<file path="src/rtl/shift_seq_pkg.sv">
// Shared definitions for the multi-cycle shifter: FSM states, shift modes,
// direction encoding and default operand / amount widths.
package shift_seq_pkg;

  localparam int DEF_WIDTH = 16;
  localparam int DEF_AMT_W = 4;

  typedef enum logic [1:0] {
    ST_IDLE  = 2'd0,
    ST_SHIFT = 2'd1,
    ST_DONE  = 2'd2
  } state_t;

  typedef logic [1:0] mode_t;

  localparam mode_t MODE_LOGIC = 2'b00;
  localparam mode_t MODE_ARITH = 2'b01;
  localparam mode_t MODE_ROT   = 2'b10;
  localparam mode_t MODE_RSVD  = 2'b11;  // behaves as MODE_LOGIC

  localparam logic DIR_LEFT  = 1'b0;
  localparam logic DIR_RIGHT = 1'b1;

  function automatic logic state_busy(input state_t st);
    return st != ST_IDLE;
  endfunction

endpackage

</file>
<file path="src/rtl/shift_seq_if.sv">
// Request / completion bundle between a requester and shift_seq.
interface shift_seq_if
  import shift_seq_pkg::*;
#(
  parameter int WIDTH = DEF_WIDTH,
  parameter int AMT_W = DEF_AMT_W
) ();

  // start is a request pulse taken only while busy is low; operand, amount,
  // dir and mode are captured on that same edge and ignored afterwards.
  // busy stays high until the operation retires, done pulses for exactly one
  // cycle at the end, and result is reloaded on the edge closing that cycle.
  logic             start;
  logic [WIDTH-1:0] operand;
  logic [AMT_W-1:0] amount;
  logic             dir;
  mode_t            mode;
  logic             busy;
  logic             done;
  logic [WIDTH-1:0] result;

  modport master (
    output start, operand, amount, dir, mode,
    input  busy, done, result
  );

  modport slave (
    input  start, operand, amount, dir, mode,
    output busy, done, result
  );

endinterface

</file>
<file path="src/rtl/shift_seq_step.sv">
// Single 1-bit shift/rotate step, purely combinational.
module shift_step
  import shift_seq_pkg::*;
#(
  parameter int WIDTH = DEF_WIDTH
) (
  input  logic [WIDTH-1:0] in_word,
  input  logic             dir,
  input  mode_t            mode,
  output logic [WIDTH-1:0] out_word
);

  logic fill;

  always_comb begin
    fill     = 1'b0;
    out_word = in_word;
    if (dir == DIR_RIGHT) begin
      case (mode)
        MODE_ARITH: fill = in_word[WIDTH-1];
        MODE_ROT:   fill = in_word[0];
        default:    fill = 1'b0;
      endcase
      out_word = {fill, in_word[WIDTH-1:1]};
    end else begin
      // Arithmetic left is the same as logical left: zero into bit 0.
      fill     = (mode == MODE_ROT) ? in_word[WIDTH-1] : 1'b0;
      out_word = {in_word[WIDTH-2:0], fill};
    end
  end

endmodule

</file>
<file path="src/rtl/shift_seq.sv">
// Sequential shifter: captures a request, performs one 1-bit step per cycle
// for the requested count, then publishes the result with a done pulse.
module shift_seq
  import shift_seq_pkg::*;
#(
  parameter int WIDTH = DEF_WIDTH,
  parameter int AMT_W = DEF_AMT_W
) (
  input  logic         clk,
  input  logic         rst_b,
  shift_seq_if.slave   bus,
  output state_t       state_dbg
);

  state_t           state_q;
  state_t           state_d;
  logic [WIDTH-1:0] work_q;
  logic [AMT_W-1:0] count_q;
  logic             dir_q;
  mode_t            mode_q;
  logic [WIDTH-1:0] result_q;
  logic [WIDTH-1:0] step_out;

  logic accept;
  logic step_en;
  logic load_result;
  logic busy;
  logic done;

  shift_step #(
    .WIDTH (WIDTH)
  ) u_step (
    .in_word  (work_q),
    .dir      (dir_q),
    .mode     (mode_q),
    .out_word (step_out)
  );

  always_ff @(posedge clk) begin
    if (rst_b) begin
      state_q <= ST_IDLE;
    end else begin
      state_q <= state_d;
    end
  end

  always_comb begin
    state_d = state_q;
    case (state_q)
      ST_IDLE: begin
        if (bus.start) begin
          state_d = (bus.amount != '0) ? ST_SHIFT : ST_DONE;
        end
      end
      ST_SHIFT: begin
        // The step on this edge is the last one when one remains.
        if (count_q == AMT_W'(1)) begin
          state_d = ST_DONE;
        end
      end
      ST_DONE:  state_d = ST_IDLE;
      default:  state_d = ST_IDLE;
    endcase
  end

  always_comb begin
    accept      = 1'b0;
    step_en     = 1'b0;
    load_result = 1'b0;
    busy        = state_busy(state_q);
    done        = 1'b0;
    case (state_q)
      ST_IDLE:  accept = bus.start;
      ST_SHIFT: step_en = 1'b1;
      ST_DONE: begin
        load_result = 1'b1;
        done        = 1'b1;
      end
      default: ;
    endcase
  end

  // Request fields are captured once; later changes on the bus are ignored.
  always_ff @(posedge clk) begin
    if (rst_b) begin
      work_q   <= '0;
      count_q  <= '0;
      dir_q    <= DIR_LEFT;
      mode_q   <= MODE_LOGIC;
      result_q <= '0;
    end else begin
      if (accept) begin
        work_q  <= bus.operand;
        count_q <= bus.amount;
        dir_q   <= bus.dir;
        mode_q  <= bus.mode;
      end
      if (step_en) begin
        work_q  <= step_out;
        count_q <= count_q - AMT_W'(1);
      end
      if (load_result) begin
        result_q <= work_q;
      end
    end
  end

  assign bus.busy   = busy;
  assign bus.done   = done;
  assign bus.result = result_q;
  assign state_dbg  = state_q;

endmodule

</file>
<file path="src/flat_wrapper.sv">
// flat-port wrapper written by rule: the top's interface ports become plain ports
module shift_seq_flat import shift_seq_pkg::*;
#(
  parameter int WIDTH = DEF_WIDTH,
  parameter int AMT_W = DEF_AMT_W
)
  (clk, rst_b, state_dbg, bus_start, bus_operand, bus_amount, bus_dir, bus_mode, bus_busy, bus_done, bus_result);
  shift_seq_if #(.WIDTH(WIDTH), .AMT_W(AMT_W)) bus_i ();
  input  logic clk;
  input  logic rst_b;
  output state_t state_dbg;
  input wire logic [$bits(bus_i.start)-1:0] bus_start;
  input wire logic [$bits(bus_i.operand)-1:0] bus_operand;
  input wire logic [$bits(bus_i.amount)-1:0] bus_amount;
  input wire logic [$bits(bus_i.dir)-1:0] bus_dir;
  input wire logic [$bits(bus_i.mode)-1:0] bus_mode;
  output wire logic [$bits(bus_i.busy)-1:0] bus_busy;
  output wire logic [$bits(bus_i.done)-1:0] bus_done;
  output wire logic [$bits(bus_i.result)-1:0] bus_result;
  assign bus_i.start = bus_start;
  assign bus_i.operand = bus_operand;
  assign bus_i.amount = bus_amount;
  assign bus_i.dir = bus_dir;
  assign bus_i.mode = bus_mode;
  assign bus_busy = bus_i.busy;
  assign bus_done = bus_i.done;
  assign bus_result = bus_i.result;
  shift_seq #(.WIDTH(WIDTH), .AMT_W(AMT_W)) u_core (.clk(clk), .rst_b(rst_b), .bus(bus_i), .state_dbg(state_dbg));
endmodule
</file>
<file path="config.mk">
export PLATFORM = sky130hd
export DESIGN_NAME = shift_seq_flat
export DESIGN_NICKNAME = d
export VERILOG_FILES = /design/src/rtl/shift_seq_pkg.sv /design/src/rtl/shift_seq_if.sv /design/src/rtl/shift_seq_step.sv /design/src/rtl/shift_seq.sv /design/src/flat_wrapper.sv
export SDC_FILE = /design/constraint.sdc
export NUM_CORES = 1
export LEC_CHECK = 0
export ABC_AREA = 1
export CORE_MARGIN = 2
export CORE_UTILIZATION = 45
export CTS_CLUSTER_DIAMETER = 200
export DETAILED_ROUTE_END_ITERATION = 10
export GPL_TIMING_DRIVEN = 1
export PLACE_DENSITY = 0.74
export SETUP_SLACK_MARGIN = 0.1
export SLEW_MARGIN = 20
export SYNTH_ARGS = -nofsm -noshare
export SYNTH_HDL_FRONTEND = slang
export SYNTH_SLANG_ARGS = --single-unit
</file>
<file path="constraint.sdc">
create_clock -name clk -period 1.6 [get_ports clk]
set_clock_uncertainty 0.2 [all_clocks]
set_input_delay 0.4 -clock clk [delete_from_list [all_inputs] [get_ports clk]]
set_output_delay 0.4 -clock clk [all_outputs]
set_load 0.02 [all_outputs]
</file>
[Word-level counts from Yosys, hierarchy flattened]
Index checks and enable logic that the tools add are counted.
Operators by class
  multiplexer cells: 14
  reductions and logical operators: 6
  $add $sub $neg: 1
  eq/ne operators: 8
Operators with widths (count)
  2-to-1 mux 16 bit: 3
  2-to-1 mux 4 bit: 2
  2-to-1 mux 2 bit: 3
  == test 2 x 1 -> 1 bit (second input constant): 2
  == test 2 bit (second input constant): 2
  == test 4 x 1 -> 1 bit (second input constant): 1
  2-to-1 mux 1 bit: 4
  one-hot mux 2 bit (2 select lines): 1
  AND reduction 2 bit: 2
  nonzero test 2 bit: 2
  nonzero test 4 bit: 1
  subtractor 4 x 1 -> 4 bit (second input constant): 1
  != test 3 bit (second input constant): 1
  logical NOT 2 bit: 1
  != test 2 x 1 -> 1 bit (second input constant): 1
  != test 2 bit (second input constant): 1
  one-hot mux 1 bit (2 select lines): 1
Word-level totals
  input bits: 26
  flip-flop bits (word level): 41
  output and inout port bits: 20
  logic and storage cells: 36

[Depth between registers and ports, before layout]
Gate-level depths: netlist (run 1).
  depth after elaboration: 4
  depth in mapped cells: 8
  depth with buffers taken out: 8

[By module]
Synthesis (run 1) repeated with hierarchy kept, for this count alone.
Unflattened totals
  cell total of the unflattened synthesis: 308
  area, all modules: 2019.4 µm²
By module, submodules not included
  shift_seq: area each 1770.4 µm², instances 1, cells an instance 251
  shift_step: area each 249.0 µm², instances 1, cells an instance 57

[Worst setup path after synthesis (run 1)]
No wires, ideal clock.
  kind: flip-flop to output port
  start point: reg u_core.state_q[0] (netlist: u_core.state_dbg[0])
  end point: out bus_done
  path buffers: 1
  data required time: 1000 ps
  arrival: 1024 ps
  stages on the path, launching flop included: 5
  setup slack: -24 ps
  cells stage by stage: dfxtp_1 > inv_2 > nand2_4 > inv_2 > buf_2
Between the ends
  word-level cells in the longest chain between the ends: 2
RTL lines
  start, declared: RTL line shift_seq.sv:15  | state_t state_q;
  start signal, assigned: RTL line shift_seq.sv:43  | state_q <= state_d;
  == test 2 bit: RTL line shift_seq.sv:72  | case (state_q)
  2-to-1 mux 1 bit: RTL line shift_seq.sv:72
  end, declared: RTL line flat_wrapper.sv:18  | output wire logic [$bits(bus_i.done)-1:0] bus_done;
Every way passes these cells.

[Worst setup path in the final report (run 1)]
Same ends and word-level chain as after synthesis.

==> results of run 1 <==
power by group through the flow:
stage | clock network [mW] | logic (mW) | registers [mW]
after floorplan | 0 | 0.382 | 1.24
after global placement | 0 | 0.634 | 1.22
after detailed placement | 0 | 0.645 | 1.22
after CTS | 0.869 | 0.641 | 1.19
after global routing | 0.914 | 0.788 | 1.21
final | 0.864 | 0.716 | 1.20
flip-flops by register name, indices dropped and copies added (netlist names):
register,count
u_core.bus.result,16
u_core.count_q,4
u_core.dir_q,1
u_core.mode_q,2
u_core.state_dbg,2
u_core.work_q,16
kinds of logic (layout without fill, tap and decap cells):
group	count (synthesis)	in the layout	share of synthesized area, %
buffers and inverters	39	94	10.3
adder cells (fa/ha/maj)	2	2	1.33
flip-flops	41	41	43.6
AO/OA/AOI/OAI	114	114	31.1
AND/OR/NAND/NOR	60	60	13.7
critical path, delay by kind of cell (launching register included):
kind	cells	cell delay, ns
flip-flops	1	0.38
AND/OR/NAND/NOR	1	0.08
buffers and inverters	3	0.20
cells in the mapped netlist:
master	instances
a21oi_1	61
buf_2	4
buf_4	3
buf_6	4
clkbuf_1	3
clkbuf_2	1
dfxtp_1	41
ha_1	2
inv_1	18
inv_2	6
nand2_1	18
nand2_4	2
nand3_1	10
nor2_1	28
o21ai_0	47
o21ai_1	4
o21ai_2	1
o21ai_4	1
or2_0	1
or2_2	1
stage by stage:
step	area, um2	utilization (%)	TNS, ns	worst slack (ns)
final	2580	64.6	0	0.0517
after global routing	2580	64.6	0	0.0228
after CTS	2550	63.7	0	0.0398
after detailed placement	2420	60.4	-4.32	-0.267
after global placement	2420	60.4	-3.36	-0.222
after floorplan	1890	-	0	0.134
metal layers:
metal  vias to the layer above  routed length [um]
li1                        973                   -
met5                         -                   0
met2                        62                2340
met1                       865                2080
met4                         0                  80
met3                         7                 327
worst max-delay path by stage:
stage | slack, ns | cells past startpoint | start | to
floorplan | 0.13 | 4 | u_core.state_dbg[0] | bus_done
global placement | -0.22 | 6 | bus_start | u_core.work_q[15]
detailed placement | -0.27 | 6 | bus_start | u_core.work_q[15]
CTS | 0.04 | 4 | u_core.state_dbg[0] | bus_done
global route | 0.02 | 4 | u_core.state_dbg[0] | bus_done
finish | 0.05 | 4 | u_core.state_dbg[0] | bus_done
layout make-up:
type / count / area [um2]
Clock buffer: 7 / 86.3
Clock inverter: 1 / 30.0
Fill cell: 356 / 1420
Inverter: 24 / 103
Multi-Input combinational cell: 176 / 895
Sequential cell: 41 / 828
Tap cell: 50 / 62.6
Timing Repair Buffer: 61 / 573
Timing Repair inverter: 1 / 6.26
repair_timing:
item                       in CTS  in global routing
setup endpoints to repair      22                 29
pin swaps                       0                  9
buffers inserted                0                  2
resized for setup              69                 50
cloned                          0                  2
==> impl_results.md, run 1 <==
* Site Rows at 23
* Final setup viols at 0
* Syn_nets at 284
* Combinational Power Share at 25.7%
* Largest net degree at the start of global routing at 40
* Total congestion overflow at 0
* TritonCTS clock tree: yes
* Crit end category: output pin
* Initial DRC Count at 200
* Switching power at 0.831 mW
* GRT Util Overall at 20.1%
* Initial antenna violation count at 0
* Initial Util at 47.1%
* Vias in the first global route at 1667
* HP Class: reg -> reg
* Startpoint type of the worst setup path: flop
* Avg Cell Area, Syn at 7.36 um2
* CP required at 1.00 ns
* PD cells at 1080 nW/um2
* Gr busiest metal: met2
* Crit-path slowest cell: dfxtp_4
* Met2 GRT Util at 33.1%
* Final Hold Slack at 0.279 ns
* Max stage delay on crit path at 0.38 ns
* DR vias/cell at 5.28
* Critical register-to-register path startpoint: u_core.state_dbg[0]
* Max frequency at 0.646 GHz
* Post-route DRC at 0
* Die Wd at 68.7 um
* Sw frac at 29.9%
* Placed insts at 349
* ANT nets after route at 0
* CTS H-tree depth at 2
* Power share of the clock group at 31.1%
* Core area at 4000 um2
* Hold_buf cts at 0
* Pwr Total at 2.78 mW
* Netlist Area Pre-Place at 1880 um2
* Top cells by area, synth: dfxtp_1 44%, a21oi_1 16%, o21ai_0 12%
* Yosys top cell by area: dfxtp_1
* WL/cell at 13.4 um
* Highest fanout seen on the critical path at 4
* Die area at 4720 um2
* CTS Buf Count at 5
* Worst-path clk slew at 0.08 ns
* Worst hold path cell count at 2
* CTS root buffer: clkbuf_8
* Vias at 1907
* Status: completed
* Internal reg-to-reg setup slack at 0.08 ns
* Die Ht at 68.7 um
* Minimum clock period at 1.55 ns
* I/O pins at 46
* Antenna cells at 0
* Critical Setup Path Class: reg -> out
* Met3 Track Usage GR at 5.19%
* Post-synth cell types at 20
* Final worst-path cycle share at 96.8%
* Net count, final at 338
* Post-route insts no fill at 361
* Seq/Total Area, Yosys at 43.6%
* Sequential Power Share at 43.2%
* WP data arrival at 0.95 ns
* Hold Path Sink: u_core.bus.result[4]
* Number of max-cap violations at 0
* Leakage Power at 1.10 nW
* Min-delay src: u_core.bus.result[4]
* RSZ-0062 raised after global routing: true
* Fin. max-slew vios at 0
* DRT Wirelength at 4830 um
* Worst-skew pair later-pin latency at 0.30 ns
* Share of cells above drive strength 1 at 20.6%
* Clock Path Buffers at 2
* Rel. slew slack at 81.9%
* Hpwl dp at 3060 um
* Crit path cell chain: inv_4 -> nand2_4 -> inv_4 -> buf_6
* Area share of the largest cell type after synthesis at 43.6%
* RD Place Congestion at 0.828
* Cell-internal power at 1.95 mW
* Crit-path most repeated cell: inv_4
* Worst-Margin Slew at 0.271 ns
* Synth Warn # at 0
* Yosys reg bits at 41
* Count of final hold-check violations at 0
* Most frequent cells in the layout: 59 x a21oi_1, 39 x dfxtp_1, 36 x o21ai_0
* FF-to-FF path depth at 6
* Peak VDD IR at 0.732 mV
* Commonest non-fill, non-tap cell in the layout: a21oi_1
* Area growth syn-to-layout at 37.2%
* First-pass GRT wire length at 7080 um
* R2R Path End: u_core.work_q[13]
* Routing usage on met1 at 24.1%
* CTS sink count at 41
* Pre-antenna DRT Iters at 4
* Port buffer count at 45
* Post-Synthesis Cells at 256
Power figures use the tool's default switching activity.
==> run 2, diff against run 1 <==
--- a/config.mk
+++ b/config.mk
@@ -7,11 +7,11 @@
 export LEC_CHECK = 0
 export ABC_AREA = 1
 export CORE_MARGIN = 2
-export CORE_UTILIZATION = 45
+export CORE_UTILIZATION = 44
 export CTS_CLUSTER_DIAMETER = 200
 export DETAILED_ROUTE_END_ITERATION = 10
 export GPL_TIMING_DRIVEN = 1
-export PLACE_DENSITY = 0.74
+export PLACE_DENSITY = 0.72
 export SETUP_SLACK_MARGIN = 0.1
 export SLEW_MARGIN = 20
 export SYNTH_ARGS = -nofsm -noshare
==> impl_results.md, run 2 (synthesis gave the netlist of run 1 again) <==
* Cell-internal power at 1.73 mW (-11%)
* Pre-antenna DRT Iters at 4 (unchanged)
* Highest fanout seen on the critical path at 4 (unchanged)
* Hpwl dp at 2990 um (-2.1%)
* Worst hold path cell count at 2 (unchanged)
* CTS Buf Count at 5 (unchanged)
* Share of cells above drive strength 1 at 19.9% (-0.64 points)
* Post-route DRC at 0 (unchanged)
* Status: completed
* Antenna cells at 0 (unchanged)
* Crit end category: output pin
* DR vias/cell at 5.22 (-1.1%)
* Switching power at 0.820 mW (-1.3%)
* Port buffer count at 45 (unchanged)
* CP required at 1.00 ns (about the same)
* Die Ht at 69.4 um (+1.1%)
* Die Wd at 69.4 um (+1.1%)
* Sequential Power Share at 46.9% (+3.7 points)
* HP Class: reg -> reg
* TritonCTS clock tree: yes
* Met3 WL at 266 um (-19%)
* CTS root buffer: clkbuf_8
* Metal2 WL at 2110 um (-9.8%)
* PD cells at 1010 nW/um2 (-6.1%)
* CTS sink count at 41 (unchanged)
* I/O pins at 46 (unchanged)
* Core area at 4060 um2 (+1.4%)
* Count of final hold-check violations at 0 (unchanged)
* Worst-skew pair later-pin latency at 0.29 ns (about the same)
* WL/cell at 12.6 um (-5.5%)
* Peak VDD IR at 0.643 mV (-12%)
* Post-route insts no fill at 361 (unchanged)
* Initial Util at 46.4% (-0.67 points)
* Worst-path clk slew at 0.08 ns (about the same)
* Initial antenna violation count at 0 (unchanged)
* CP top delay family: flip-flops
* RD Place Congestion at 0.768 (-7.2%)
* Leakage Power at 1.07 nW (-2.4%)
* Sw frac at 32.1% (+2.3 points)
* Largest net degree at the start of global routing at 40 (unchanged)
* Clock Path Buffers at 2 (unchanged)
* Critical register-to-register path startpoint: u_core.state_dbg[1]
* Placed insts at 348 (-0.29%)
* Area growth syn-to-layout at 34.1%
* Min-delay src: u_core.bus.result[14]
* Final Hold Slack at 0.281 ns (+0.00179 ns)
* GRT Util Overall at 18.2% (-1.9 points)
* Most frequent cells in the layout: 60 x a21oi_1, 44 x o21ai_0, 39 x dfxtp_1
* Net count, final at 338 (unchanged)
* Worst-Margin Slew at 0.261 ns (-0.00914 ns)
* Crit path cell chain: inv_4 -> nand2_4 -> inv_2 -> buf_6
* ANT nets after route at 0 (unchanged)
* Final worst-path cycle share at 96.0% (-0.75 points)
* Buf/Inv on CP at 3 (unchanged)
* RSZ-0062 raised after global routing: true
* WP data arrival at 0.94 ns (about the same)
* Total congestion overflow at 0 (unchanged)
* Hold_buf cts at 0 (unchanged)
* WP depth at 4 (unchanged)
* Max stage delay on crit path at 0.39 ns (about the same)
* Initial DRC Count at 171 (-14%)
* FF+latch area at 828 um2 (unchanged)
* First-pass GRT wire length at 7250 um (+2.3%)
* Critical Setup Path Class: reg -> out
* FF-to-FF path depth at 8 (+2)
* DRT Wirelength at 4560 um (-5.5%)
* Commonest non-fill, non-tap cell in the layout: a21oi_1
* Startpoint type of the worst setup path: flop
* Vias in the first global route at 1627 (-2.4%)
* Final setup viols at 0 (unchanged)
* Max frequency at 0.651 GHz (+0.78%)
* Combinational Power Share at 26.9% (+1.2 points)
* CTS H-tree depth at 2 (unchanged)
* Minimum clock period at 1.54 ns (-0.0120 ns)
* Crit-path slowest cell: dfxtp_4
* Power share of the clock group at 26.2% (-4.9 points)
* Fin. max-slew vios at 0 (unchanged)
* Rel. slew slack at 82.5% (+0.65 points)
* Multi-input gate area at 891 um2 (-0.42%)
* Number of max-cap violations at 0 (unchanged)
* Fillcell total at 393 (+10%)
* Top Metal Used: met4
* Vias at 1886 (-1.1%)
* Die area at 4820 um2 (+2.1%)
* Launch point of the critical path: u_core.state_dbg[0]
* M1 WL at 2090 um (+0.53%)
* Setup TNS at 0 ns (unchanged)
* Site Rows at 23 (unchanged)
==> run 2: cell types whose count changed in the layout (fill, tap and decap cells not counted), moves of 2 or more <==
cell      before  now
o21ai_0       36   44
buf_6          4    2
buf_4          9   12
o21ai_1       12    7
clkinv_2       0    2
o21ai_2        4    1
==> run 2: area by class of cell <==
type | instances | area share (%)
Clock buffer | 5 | 2.73
Clock inverter | 3 | 0.694
Inverter | 24 | 3.87
Multi-Input combinational cell | 176 | 35.3
Sequential cell | 41 | 32.8
Tap cell | 50 | 2.48
Timing Repair Buffer | 62 | 22.2
==> run 2: power by group through the flow <==
stage	Clock [mW]	Combinational, mW	Sequential, mW
after floorplan	0	0.382	1.24
after global placement	0	0.630	1.21
after detailed placement	0	0.639	1.22
after CTS	0.681	0.649	1.20
after global routing	0.730	0.756	1.21
final	0.668	0.687	1.20
==> run 2: path summary, 6_finish.rpt <==
| kind | to | slack, ns |
|---|---|---|
| setup / recovery | bus_done | 0.06 |
| hold / removal | u_core.bus.result[14] | 0.28 |
| setup reg to reg | u_core.work_q[15] | 0.13 |
| hold reg to reg | u_core.bus.result[14] | 0.28 |
==> run 2: per-stage QoR <==
stage | utilization, % | cell area [um2] | setup slack (ns) | power (mW)
2_1_floorplan | - | 1890 | 0.134 | 1.62
3_3_place_gp | 59.4 | 2410 | -0.220 | 1.85
3_5_place_dp | 59.4 | 2410 | -0.256 | 1.86
4_1_cts | 62.6 | 2540 | 0.0561 | 2.53
5_1_grt | 62.2 | 2520 | 0.0230 | 2.70
6_report | 62.2 | 2520 | 0.0637 | 2.55
==> run 2: tightest hold or removal path: stages (launching register included) <==
cell and delay [ns]:
dfxtp_1 0.33, nor2_1 0.04, nor2_1 0.08
==> run 2: per-layer routing <==
metal	vias up	track usage, %
li1	970	-
met1	846	24.1
met2	62	29.1
met3	8	3.92
met4	0	6.75
met5	-	0
==> run 2: what timing repair did <==
action / CTS / global route
gates cloned: 0 / 1
buffers inserted: 1 / 3
pin swaps: 1 / 2
setup endpoints to repair: 23 / 35
resized for setup: 78 / 21
